File: src/rtl/irq_pending_ctrl.sv
// irq_pending_ctrl
//   Captures one-clock pulses from upstream edge finders into sticky pending
//   bits, gates them with a software enable mask and drives registered level
//   interrupt lines. Register access is through a 4-word mem-bus slave.
//
//   Ports:
//     clk, reset        system clock, asynchronous active-high reset
//     pulse_in          one-clock pulses, one per source
//     sel/addr/wstrb/   bus request (addr is word address, wstrb==0 reads);
//     wdata             sel is held by the master until ready
//     rdata/ready       read data and one-cycle acknowledge (rdata=0 when idle)
//     irq_out           pending & enable per source, registered
//     irq_any           OR of irq_out, registered
//
//   Register map (word address):
//     0 PENDING  read; write-1-to-clear
//     1 ENABLE   read/write, byte strobed
//     2 STATUS   read-only, pending & enable
//     3 FORCE    write-1-to-set pending; reads 0
module irq_pending_ctrl #(
    parameter int unsigned NUM_SRC = 8
) (
    input  logic               clk,
    input  logic               reset,
    input  logic [NUM_SRC-1:0] pulse_in,
    input  logic               sel,
    input  logic [1:0]         addr,
    input  logic [3:0]         wstrb,
    input  logic [31:0]        wdata,
    output logic [31:0]        rdata,
    output logic               ready,
    output logic [NUM_SRC-1:0] irq_out,
    output logic               irq_any
);

    localparam int unsigned DATA_W = 32;

    localparam logic [1:0] ADDR_PENDING = 2'd0;
    localparam logic [1:0] ADDR_ENABLE  = 2'd1;
    localparam logic [1:0] ADDR_STATUS  = 2'd2;
    localparam logic [1:0] ADDR_FORCE   = 2'd3;

    typedef enum logic {
        ST_IDLE = 1'b0,
        ST_ACK  = 1'b1
    } state_t;

    state_t              state;
    state_t              state_nxt;
    logic [NUM_SRC-1:0]  pending;
    logic [NUM_SRC-1:0]  pending_nxt;
    logic [NUM_SRC-1:0]  enable;
    logic [NUM_SRC-1:0]  enable_nxt;
    logic [NUM_SRC-1:0]  irq_nxt;
    logic                ready_nxt;
    logic [DATA_W-1:0]   rdata_nxt;
    logic [NUM_SRC-1:0]  w1c_bits;
    logic [NUM_SRC-1:0]  w1s_bits;

    logic [DATA_W-1:0]   byte_mask;
    logic [DATA_W-1:0]   wdata_masked;
    logic [NUM_SRC-1:0]  wr_bits;
    logic [DATA_W-1:0]   rd_mux;
    logic                wr_en;
    logic                unused_wdata;

    // Expand byte strobes to a bit mask; only bits backed by a source are kept
    assign byte_mask    = {{8{wstrb[3]}}, {8{wstrb[2]}}, {8{wstrb[1]}}, {8{wstrb[0]}}};
    assign wdata_masked = wdata & byte_mask;
    assign wr_bits      = wdata_masked[NUM_SRC-1:0];
    assign wr_en        = |wstrb;

    // Data bits above NUM_SRC have no register behind them
    assign unused_wdata = ^wdata_masked;

    // Read mux, sampled from pre-write register state
    always_comb begin
        rd_mux = '0;
        case (addr)
            ADDR_PENDING: rd_mux = DATA_W'(pending);
            ADDR_ENABLE:  rd_mux = DATA_W'(enable);
            ADDR_STATUS:  rd_mux = DATA_W'(pending & enable);
            ADDR_FORCE:   rd_mux = '0;
            default:      rd_mux = '0;
        endcase
    end

    // Bus FSM next state, register writes and next-state interrupt view
    always_comb begin
        state_nxt  = state;
        ready_nxt  = 1'b0;
        rdata_nxt  = '0;
        enable_nxt = enable;
        w1c_bits   = '0;
        w1s_bits   = '0;

        case (state)
            ST_IDLE: begin
                if (sel) begin
                    state_nxt = ST_ACK;
                    ready_nxt = 1'b1;
                    rdata_nxt = rd_mux;
                    if (wr_en) begin
                        case (addr)
                            ADDR_PENDING: w1c_bits   = wr_bits;
                            ADDR_ENABLE:  enable_nxt = (enable & ~NUM_SRC'(byte_mask))
                                                     | wr_bits;
                            ADDR_FORCE:   w1s_bits   = wr_bits;
                            default:      ;
                        endcase
                    end
                end
            end
            ST_ACK: begin
                // Master drops sel after ready, so always return to idle
                state_nxt = ST_IDLE;
            end
            default: begin
                state_nxt = ST_IDLE;
            end
        endcase

        // A pulse in the same cycle as a clear of that bit keeps it set
        pending_nxt = (pending & ~w1c_bits) | w1s_bits | pulse_in;
        irq_nxt     = pending_nxt & enable_nxt;
    end

    // State and output registers
    always_ff @(posedge clk or posedge reset) begin
        if (reset) begin
            state   <= ST_IDLE;
            pending <= '0;
            enable  <= '0;
            ready   <= 1'b0;
            rdata   <= '0;
            irq_out <= '0;
            irq_any <= 1'b0;
        end else begin
            state   <= state_nxt;
            pending <= pending_nxt;
            enable  <= enable_nxt;
            ready   <= ready_nxt;
            rdata   <= rdata_nxt;
            irq_out <= irq_nxt;
            irq_any <= |irq_nxt;
        end
    end

endmodule

File: config.mk
export PLATFORM = sky130hd
export DESIGN_NAME = irq_pending_ctrl
export DESIGN_NICKNAME = d
export VERILOG_FILES = /design/src/rtl/irq_pending_ctrl.sv
export SDC_FILE = /design/constraint.sdc
export NUM_CORES = 1
export LEC_CHECK = 0
export CAP_MARGIN = 20
export CORE_MARGIN = 2
export CORE_UTILIZATION = 35
export CTS_CLUSTER_SIZE = 24
export DETAILED_ROUTE_END_ITERATION = 12
export PLACE_DENSITY = 0.73
export SLEW_MARGIN = 20
export SYNTH_ARGS = -nofsm -noshare
export SYNTH_HDL_FRONTEND = slang
export SYNTH_SLANG_ARGS = --single-unit
File: constraint.sdc
create_clock -name clk -period 1.7 [get_ports clk]
set_input_delay 0.51 -clock clk [delete_from_list [all_inputs] [get_ports clk]]
set_output_delay 0.51 -clock clk [all_outputs]
set_load 0.01 [all_outputs]
**Word level (Yosys, flattened, before mapping)**

Index checks and enable logic that the tools add are counted.

- Flip-flop bits (word level): 59
- Input port bits: 49
- Output and inout bits: 42

- Eq/ne operators: 3
- Multiplexer cells: 18
- Bitwise operators: 11
- Reductions and logical operators: 3

Operators by type and width:

| operator | number |
|---|---|
| case mux 32 bit (4 select lines) | 1 |
| two-way mux 8 bit | 12 |
| two-way mux 32 bit | 2 |
| bitwise AND 8 bit | 5 |
| OR 8 bit | 3 |
| inverter 8 bit | 2 |
| OR reduction 8 bit | 1 |
| equality test 2 bit (second input constant) | 2 |
| OR reduction 4 bit | 1 |
| equality test 2 x 1 -> 1 bit (second input constant) | 1 |
| zero test 2 bit | 1 |
| two-way mux 1 bit | 2 |
| case mux 1 bit (2 select lines) | 1 |
| inverter 1 bit | 1 |

**Logic depth before layout (Yosys ltp)**

- Word-level depth: 11
- Gate-level depth with buffers: 6

**Worst setup path after synthesis**

OpenSTA, ideal clock, no wires.

- Kind: in2reg
- From: input addr[1]
- To: register irq_any
- Arrival: 2.047 ns
- Data required time: 1.561 ns
- Path slack: -0.486 ns
- Cell stages on the path: 6
- Cells stage by stage: buf_4 > nand3b_1 > nor2_2 > mux2i_1 > o22ai_1 > or4b_1

- Cells in the longest elaborated chain, start to end: 11
- Elaborated cells on any way between the ends: 21
- Those cells by class: eq/ne (2); mux (12); bitwise (5); reduce/logical (2)

RTL lines:

| item | RTL line | text |
|---|---|---|
| from (decl) | 27 | `input logic [1:0] addr,` |
| zero test 2 bit | 104 | `case (addr)` |
| two-way mux 8 bit | 104 |  |
| two-way mux 8 bit | 103 | `if (wr_en) begin` |
| two-way mux 8 bit | 99 | `if (sel) begin` |
| two-way mux 8 bit | 97 | `case (state)` |
| inverter 8 bit | 124 | `pending_nxt = (pending & ~w1c_bits) \| w1s_bits \| pulse_in;` |
| bitwise AND 8 bit | 124 |  |
| OR 8 bit (2 in series) | 124 |  |
| bitwise AND 8 bit * | 125 | `irq_nxt = pending_nxt & enable_nxt;` |
| OR reduction 8 bit * | 145 | `irq_any <= \|irq_nxt;` |
| to (signal assigned) | 145 |  |
| to (decl) | 33 | `output logic irq_any` |

Every way passes the cells marked *; elsewhere a longest branch is shown, timed or not.

==> summary.md <==
The run finished, with violations left. The checks that failed: negative setup slack. For the pin with the worst max-slew slack, the measured transition is 0.613 ns. The total overflow left after global routing is 0. Of all nets on the critical path, the largest fanout is 6. In this run the remaining antenna-violating nets after routing total 0. Via count of the first global-routing pass: 1369.

The number of buffers inserted by hold repair at cts was 0. In the post-synthesis netlist, the cell with the most instances is dfrtp_1. The total die area came out at 5490 um2. The total area inside the core boundary comes to 4720 um2. The later pin in the worst-skew pair is clocked with a latency of 0.29 ns. Across the routed clock network, the largest skew measured is 0.00604 ns. The worst hold slack across all endpoints was 0.553 ns.

The logs give 0.890 for the global placer's final weighted congestion and 1 for the total of endpoints with negative setup slack in the final report. The clock network accounts for 27.7% of the total power. The post-layout worst setup margin was -0.218 ns. The synthesized design contains 34 register bits.

The final number of max-transition violations is 0, and the global-route met1 utilization is 18.4%. Buffers placed on the I/O ports in this run total 39. The async set-or-reset flop fraction in the synthesized netlist is 100%. The prevailing post-synth register cell is dfrtp_1. After detailed placement, the total cell area comes to 2300 um2.

The tool flagged a number of max-cap violations equal to 0. The detailed router placed 1416 vias in this run. The average size of a mapped cell came out at 9.71 um2. The number of antenna diodes in the final layout is 0. Summed over all nets, the switching power comes to 0.633 mW. In the final layout, the share of cells above drive strength 1 is 27.3%. The post-layout instance area is 2460 um2.

The power density over the cells is 900 nW/um2, and the worst reg2reg path depth is 5. Counting instances in the post-synthesis netlist gives the leading cell types as 34 x dfrtp_1, 27 x nor2_1, 26 x buf_4. Detailed placement finished with a half-perimeter wire length of 2920 um. The critical path launch point type was a flop.

In the post-synthesis netlist, the biggest area contributors are dfrtp_1 49%, buf_4 11%, nor2_1 5.9%. The tools report the post-placement setup slack as -0.947 ns. The vertical die dimension works out to 74.1 um. Setup repair after global routing could not meet its margin everywhere.

The worst-case register-to-register setup slack is -0.22 ns. The run gives 0 as the number of antenna violations at the first check in global routing. The first detailed-routing pass ran for 4 iterations. For the count of mapped cells out of synthesis, the log shows 177. Routed wire length: 4020 um. Most utilized layer in the global route result: met2. The largest net degree at the start of global routing is 35, and the final clock period utilization by the worst path is 113%.

For this run, the register share of the synthesized area comes to 49.5%. The routing usage on met3 was 3.52%; the buffer levels on the longest clock path was 2. The critical path in this run is classified as reg2reg. The synthesized design spends more area on one cell type than any other, namely dfrtp_1. In this run the number of H-tree levels came out at 2.

The tools report the nature of the critical path endpoint as a flop. The internal power of the cells totals 1.58 mW. Following the worst setup path forward leads to its endpoint at irq_any.

The cell sitting at the root of the clock tree is a clkbuf_8. Summed over its instances, the top area cell type makes up 49.5% of the synthesized netlist area. The relative slew slack was 59.1%; the total number of clock tree sinks was 34.

The area added between synthesis and finish is 43.3%, and the count of final hold-check violations is 0. After detailed routing, the average wire length per cell comes to 12.7 um. The switching share of power is 28.6%, and the peak supply drop is 0.351 mV. The type of the worst min-delay path is reg2reg. Data required time at the worst endpoint: 1.86 ns. Setup total negative slack on the finished layout was measured at -0.218 ns. The first global-routing pass estimated 6160 um of wire.

In this run the static leakage power is 1.17 nW. The arrival time of the worst setup path was 2.08 ns. After layout, the minimum clock period comes to 1.92 ns. The critical path starts at ready. Clock input transition at the sequential cells of the worst setup and hold paths: 0.07 ns.

The all-layer global routing usage came out at 15.1%. Static timing analysis puts the maximum clock frequency at 521 MHz. After detailed routing, the number of remaining DRC violations is 0. Once the floorplan was initialized, standard cells occupied 36.4% of the core.

The Yosys step of the flow raised 0 warnings. The number of nets in the layout is 297. TritonCTS built the clock tree. The design draws 2.22 mW. The number of distinct library cell variants in the gate-level netlist after synthesis was 36. In this run the most critical hold path is launched from enable[4]. For this run, global-route usage on met2 was measured as 25.0%.

Number of I/O pins: 91. For the relative contribution of combinational cells to total power, the log shows 27.8%. In this run the critical register-to-register path is launched from ready. The horizontal die dimension is 74.1 um.

In this run, synthesis inferred 0 flip-flops with an integrated enable. The endpoint identified for the worst register-to-register timing path is irq_any. Summing every instance area after synthesis gives 1720 um2. For this block, the initial DRC count from the detailed router was 67. Using the TritonRoute via totals, the vias-per-cell ratio works out to 4.48.

The TritonCTS buffer count was 5; the row count was 25. The fraction of power consumed by sequential logic was 44.5%.
## state kept, by name (all words and copies together) (netlist names)
register / flops
enable: 8
irq_out: 8
pending: 8
irq_any: 1
rdata: 8
ready: 1
## how the worst min path moves through the flow
stage                           to  slack (ns)  depth (start not counted)
after floorplan           rdata[6]        0.49                          2
after global placement    rdata[7]        0.53                          2
after detailed placement  rdata[7]        0.53                          2
after CTS                 rdata[7]        0.55                          2
after global routing      rdata[0]        0.58                          2
final                     rdata[4]        0.55                          2
## repair_timing
| action | CTS | global route |
|---|---|---|
| pin swaps | 9 | 5 |
| resized for setup | 20 | 15 |
| setup buffers | 1 | 2 |
| gates cloned | 0 | 0 |
| endpoints found under the setup margin | 31 | 3 |
| hold endpoints to repair | 0 | 0 |
## critical path, stage by stage, from the launching register on
cell      delay [ns]
dfrtp_2         0.45
nand2b_4        0.17
nor2_4          0.26
mux2i_2         0.29
o22ai_1         0.11
or4b_1          0.51
## stage by stage
stage,utilization [%],std cells
global route,52.2,316
floorplan,-,200
detailed placement,48.7,305
finish,52.2,316
global placement,48.7,305
CTS,50.8,314
## per-layer routing
| layer | routed length [um] | vias to the layer above |
|---|---|---|
| met3 | 212 | 5 |
| met4 | 69 | 0 |
| met1 | 1750 | 679 |
| met5 | 0 | - |
| met2 | 1980 | 47 |
| li1 | - | 685 |
## power by group through the flow
stage | combinational (mW) | clock [mW] | sequential [mW]
floorplan | 0.264 | 0 | 1.02
global placement | 0.566 | 0 | 0.996
detailed placement | 0.573 | 0 | 0.994
CTS | 0.581 | 0.630 | 0.981
global route | 0.675 | 0.647 | 1.00
finish | 0.616 | 0.615 | 0.987
## cells by family after synthesis
kind of cell           share of synthesized area [%]
and+or+nand+nor                                 15.1
buffers and inverters                           15.7
AOI/OAI and AO/OA                               15.2
DFF                                             49.5
muxes                                           4.22
other                                          0.218
## layout make-up
cell class                      count  area [um2]
Clock buffer                        7        86.3
Clock inverter                      1        5.00
Fill cell                         421        2260
Inverter                           17        63.8
Multi-Input combinational cell    120         746
Sequential cell                    34         852
Tap cell                           67        83.8
Timing Repair Buffer               70         627
## cell usage in the layout, fill, tap and decap left out, types with 6 or more instances in the layout
cell	Yosys	routed
conb_1	1	24
o21ai_0	11	9
inv_1	17	17
clkdlybuf4s50_1	0	30
a21oi_1	9	9
nor2_1	27	26
clkbuf_8	0	6
dfrtp_1	34	33
buf_4	26	30
Note: power is estimated with default switching activity, not from simulation.
